==> src/rtl/mmio_arbiter_pkg.sv <==
// Shared widths, timeout defaults and FSM encoding for the two-requester MMIO arbiter.
`ifndef ADDR_W
`define ADDR_W 32
`endif
`ifndef XLEN
`define XLEN 32
`endif
`ifndef MMIO_ARB_TIMEOUT
`define MMIO_ARB_TIMEOUT 255
`endif
`ifndef MMIO_ARB_ERR_DATA
`define MMIO_ARB_ERR_DATA 32'hDEAD_BEEF
`endif

package mmio_arbiter_pkg;

  typedef enum logic {
    ST_IDLE = 1'b0,
    ST_BUSY = 1'b1
  } arb_state_t;

  // The wait counter never has to hold more than TIMEOUT_CYC-1.
  function automatic int cnt_width(input int timeout_cyc);
    return (timeout_cyc <= 2) ? 1 : $clog2(timeout_cyc);
  endfunction

endpackage

==> src/rtl/mmio_arbiter_rr_arb2.sv <==
// Two-way round-robin pick: on contention the requester not granted last wins.
module rr_arb2
  import mmio_arbiter_pkg::*;
(
  input  logic [1:0] req,
  input  logic       last,
  output logic [1:0] gnt
);

  always_comb begin
    gnt = 2'b00;
    if (req == 2'b11) begin
      gnt = last ? 2'b01 : 2'b10;
    end else begin
      gnt = req;
    end
  end

endmodule

==> src/rtl/mmio_arbiter.sv <==
// Shares one MMIO slave between two requesters with round-robin grant and a wait timeout.
// Handshake: a requester raises mN_req and holds it until mN_ready pulses for one cycle; the
// slave sees mmio_req high for the whole transaction and completes it with a one-cycle mmio_ready.
module mmio_arbiter
  import mmio_arbiter_pkg::*;
#(
  parameter int                TIMEOUT_CYC = `MMIO_ARB_TIMEOUT,
  parameter logic [`XLEN-1:0]  ERR_DATA    = `MMIO_ARB_ERR_DATA
) (
  input  logic               clk,
  input  logic               rst,
  input  logic               m0_req,
  input  logic               m0_we,
  input  logic [`ADDR_W-1:0] m0_addr,
  input  logic [`XLEN-1:0]   m0_wdata,
  output logic [`XLEN-1:0]   m0_rdata,
  output logic               m0_ready,
  input  logic               m1_req,
  input  logic               m1_we,
  input  logic [`ADDR_W-1:0] m1_addr,
  input  logic [`XLEN-1:0]   m1_wdata,
  output logic [`XLEN-1:0]   m1_rdata,
  output logic               m1_ready,
  output logic               mmio_req,
  output logic               mmio_we,
  output logic [`ADDR_W-1:0] mmio_addr,
  output logic [`XLEN-1:0]   mmio_wdata,
  input  logic [`XLEN-1:0]   mmio_rdata,
  input  logic               mmio_ready,
  output logic               busy,
  output logic               grant_id,
  output logic               timeout_err
);

  localparam int                CNT_W    = cnt_width(TIMEOUT_CYC);
  localparam logic [CNT_W-1:0]  CNT_LAST = CNT_W'(TIMEOUT_CYC - 1);

  arb_state_t         r_state;
  arb_state_t         w_next_state;
  logic               r_we;
  logic [`ADDR_W-1:0] r_addr;
  logic [`XLEN-1:0]   r_wdata;
  logic               r_grant;
  logic               r_last;
  logic [CNT_W-1:0]   r_cnt;
  logic               r_timeout_err;

  logic [1:0]         w_req;
  logic [1:0]         w_gnt;
  logic               w_win;
  logic               w_busy;
  logic               w_timeout;
  logic               w_done;
  logic [`XLEN-1:0]   w_resp;

  assign w_req = {m1_req, m0_req};

  rr_arb2 u_rr (
    .req  (w_req),
    .last (r_last),
    .gnt  (w_gnt)
  );

  assign w_win     = w_gnt[1];
  assign w_busy    = (r_state == ST_BUSY);
  // A slave response on the last allowed cycle beats the timeout.
  assign w_timeout = w_busy && !mmio_ready && (r_cnt == CNT_LAST);
  assign w_done    = w_busy && (mmio_ready || w_timeout);
  assign w_resp    = mmio_ready ? mmio_rdata : ERR_DATA;

  always_comb begin
    w_next_state = r_state;
    case (r_state)
      ST_IDLE: if (|w_req) w_next_state = ST_BUSY;
      ST_BUSY: if (w_done) w_next_state = ST_IDLE;
      default: w_next_state = ST_IDLE;
    endcase
  end

  always_comb begin
    mmio_req   = w_busy;
    mmio_we    = 1'b0;
    mmio_addr  = '0;
    mmio_wdata = '0;
    m0_ready   = 1'b0;
    m1_ready   = 1'b0;
    m0_rdata   = '0;
    m1_rdata   = '0;
    if (w_busy) begin
      mmio_we    = r_we;
      mmio_addr  = r_addr;
      mmio_wdata = r_wdata;
    end
    if (w_done) begin
      if (r_grant) begin
        m1_ready = 1'b1;
        m1_rdata = w_resp;
      end else begin
        m0_ready = 1'b1;
        m0_rdata = w_resp;
      end
    end
  end

  always_ff @(posedge clk) begin
    if (rst) begin
      r_state       <= ST_IDLE;
      r_we          <= 1'b0;
      r_addr        <= '0;
      r_wdata       <= '0;
      r_grant       <= 1'b0;
      r_last        <= 1'b1;
      r_cnt         <= '0;
      r_timeout_err <= 1'b0;
    end else begin
      r_state <= w_next_state;
      if (!w_busy && (|w_req)) begin
        r_we    <= w_win ? m1_we    : m0_we;
        r_addr  <= w_win ? m1_addr  : m0_addr;
        r_wdata <= w_win ? m1_wdata : m0_wdata;
        r_grant <= w_win;
        r_last  <= w_win;
        r_cnt   <= '0;
      end else if (w_busy && !mmio_ready) begin
        r_cnt <= r_cnt + CNT_W'(1);
      end
      if (w_timeout) begin
        r_timeout_err <= 1'b1;
      end
    end
  end

  assign busy        = w_busy;
  assign grant_id    = r_grant;
  assign timeout_err = r_timeout_err;

endmodule

==> config.mk <==
export PLATFORM = sky130hd
export DESIGN_NAME = mmio_arbiter
export DESIGN_NICKNAME = d
export VERILOG_FILES = /design/src/rtl/mmio_arbiter_pkg.sv /design/src/rtl/mmio_arbiter_rr_arb2.sv /design/src/rtl/mmio_arbiter.sv
export SDC_FILE = /design/constraint.sdc
export NUM_CORES = 1
export LEC_CHECK = 0
export CAP_MARGIN = 20
export CORE_AREA = 2 2 116 118
export DETAILED_ROUTE_END_ITERATION = 10
export DIE_AREA = 0 0 118 120
export HOLD_SLACK_MARGIN = 0.12
export PLACE_DENSITY = 0.78
export SLEW_MARGIN = 10
export SYNTH_ARGS = -nofsm -noshare
export SYNTH_HDL_FRONTEND = slang
export SYNTH_SLANG_ARGS = --single-unit
==> constraint.sdc <==
create_clock -name clk -period 4.2 [get_ports clk]
set_input_delay 0.63 -clock clk [delete_from_list [all_inputs] [get_ports clk]]
set_output_delay 0.63 -clock clk [all_outputs]
set_load 0.01 [all_outputs]
==> flow_summary.ini <==
[floorplan]
rows = 42
die_h_um = 120
initial_core_util = 0.3270
die_w_um = 118
ios = 302
core_um2 = 12980
dieArea_um2 = 14160

[setup_path]
crit_start = mmio_ready
required_ns = 3.57
critPathArrivalTime_ns = 2.71
cp_max_fo = 48
r2r-start = busy
cp-start-kind = primary input
endpoint_kind = output pin
reg2reg_setup_slack_ns = 1.95
path_class = in -> out

[job]
maxCapViolations = 0

[placement]
hpwl_um = 12180
portBuffers = 301
place_area_um2 = 7338
gp_congestion = 0.9222
pre_cts_slack_ns = 0.8705
placed_cells = 910

[yosys]
ys_seq_elements = 77
yosysTopAreaCellShare = 0.3632
synth_cell_types = 37
yosysSeqAreaShare = 0.3632
syn_area_um2 = 4244
syn_avg_cell_area_um2 = 8.992
ys_warn_count = 0
synthFlopType = dfxtp_1
synth.area.top_cells = dfxtp_1 36%, mux2i_1 15%, o2bb2ai_1 13%, and2_1 9.7%, a21oi_2 4.1%
yosys-top-cells-count = 77 x dfxtp_1, 66 x and2_1, 65 x mux2i_1, 65 x o2bb2ai_1, 37 x nand2_1
yosysTopAreaCell = dfxtp_1
yosysMostFrequentCell = dfxtp_1
synthArstFlopShare = 0
syn_inst = 472
synth_nets = 641
synth_edf_count = 0

[route]
wl_um = 15560
vias_per_cell = 4.918
route.detailed.drc = 0
via_count = 4559
first_pass_iters = 4
antenna_left = 0
drtIter0Drc = 183
wl_per_cell_um = 16.79

[power]
p_leak_nw = 2.788
power_frac_seq = 0.351
pwr-share-clk = 0.416
total_power_mw = 2.388
netSwitchingFraction = 0.2379
switching_power_mw = 0.5683
max-vdd-ir-drop_v = 0.0001541
powerDensity_nw_per_um2 = 309.0
internal_power_mw = 1.820
combinationalPowerShare = 0.234

[timing]
worstMarginPinSlew_ns = 0.7683
finalSetupTns_ns = 0
hold_slack_ns = 0.4546
fin_worst_skew_ns = 0.004233
finalCriticalPeriod_ns = 3.344
setup_viol = 0
setup_slack_ns = 0.8560
max_slew_margin = 0.4878
final-hold-violation-count = 0
fmax_ghz = 0.2990
final-max-slew-violation-count = 0
rsz0062_at_grt = no
timing.final.crit_share = 0.7962

[cts]
htreeDepth = 3
cts_tree = built
postCtsResizedCells = 0
clk_path_buf_depth = 2
cts_sinks = 77
root_buffer = clkbuf_16
clk_pin_slew_ns = 0.06
clk_latency_ns = 0.33
cts_buffers = 9
hold_buffers = 0
post_cts_buffers = 0

[finish]
finalInstanceArea_um2 = 7729
nets = 914
syn2layout_area_growth_pct = 82.10
instances_no_fill = 927
fillCellCount = 1103
layout-drive-gt1-share = 0.06800
fin_util = 0.5954

[run_status]
outcome = finished clean

[global_route]
grt_first_pass_wirelength_um = 23970
first_global_vias = 4582
grt_max_degree = 49
antenna_found_initial = 0
grt_remaining_overflow = 0
grt.total_usage = 0.2137

[hold_path]
hp-start = r_wdata[2]
hold_path_class = reg -> reg
[cell type report]
| type | instances | area, um^2 | share of cell area |
|---|---|---|---|
| Timing Repair Buffer | 309 | 3073 | 0.3976 |
| Multi-Input combinational cell | 343 | 2484 | 0.3214 |
| Sequential cell | 77 | 1543 | 0.1996 |
| Clock buffer | 10 | 229.0 | 0.02963 |
| Tap cell | 176 | 220.2 | 0.02849 |
| Clock inverter | 6 | 158.9 | 0.02056 |
| Inverter | 5 | 18.77 | 0.002428 |
| Antenna cell | 1 | 2.502 | 0.0003238 |
[logic make-up after synthesis]
family                     count (synthesis)  synth area share
and+or+nand+nor                          142            0.1775
AOI/OAI and AO/OA                        132            0.2409
adders and majority gates                  2          0.005895
DFF                                       77            0.3632
buffers and inverters                     52           0.05513
xor gates and xnor gates                   2          0.004128
muxes                                     65            0.1533
[cell usage in the layout (no fill, tap or decap), drive strengths merged, types with 5 or more instances in the layout]
| master | Yosys | routed |
|---|---|---|
| a21oi | 51 | 51 |
| and2 | 66 | 66 |
| buf | 19 | 8 |
| bufinv | 0 | 5 |
| clkbuf | 28 | 10 |
| clkdlybuf4s50 | 0 | 301 |
| dfxtp | 77 | 77 |
| inv | 5 | 5 |
| mux2i | 65 | 65 |
| nand2 | 37 | 37 |
| nor2 | 22 | 22 |
| o2bb2ai | 65 | 65 |
[power by group through the flow]
stage	Combinational [mW]	Clock [mW]	Sequential [mW]
after CTS	0.563	1.01	0.837
after global routing	0.599	1.04	0.845
after floorplan	0.254	0	0.833
final	0.558	0.993	0.837
after global placement	0.551	0	0.849
after detailed placement	0.562	0	0.851
[final timing paths]
| kind | to | depth (start not counted) |
|---|---|---|
| min reg2reg | r_wdata[2] | 1 |
| max | m1_rdata[18] | 4 |
| min | r_wdata[2] | 1 |
| max reg2reg | r_wdata[6] | 4 |
[critical path: stages]
cell and delay, ns:
clkdlybuf4s50_1 0.42, or4_4 0.83, a21oi_1 0.26, clkdlybuf4s50_1 0.56
[flip-flops by register name (all words and copies together) (netlist names)]
signal / flops
r_last: 1
r_cnt: 8
r_addr: 32
timeout_err: 1
grant_id: 1
r_wdata: 32
busy: 1
r_we: 1
[routing by layer]
metal / global-route usage / vias up / wire [um]
li1: - / 2220 / -
met1: 0.2532 / 2102 / 6321
met2: 0.3710 / 213 / 7640
met3: 0.05561 / 24 / 1263
met4: 0.08057 / 0 / 337
met5: 0 / - / 0
No activity file was read; power rests on OpenSTA's default activity.
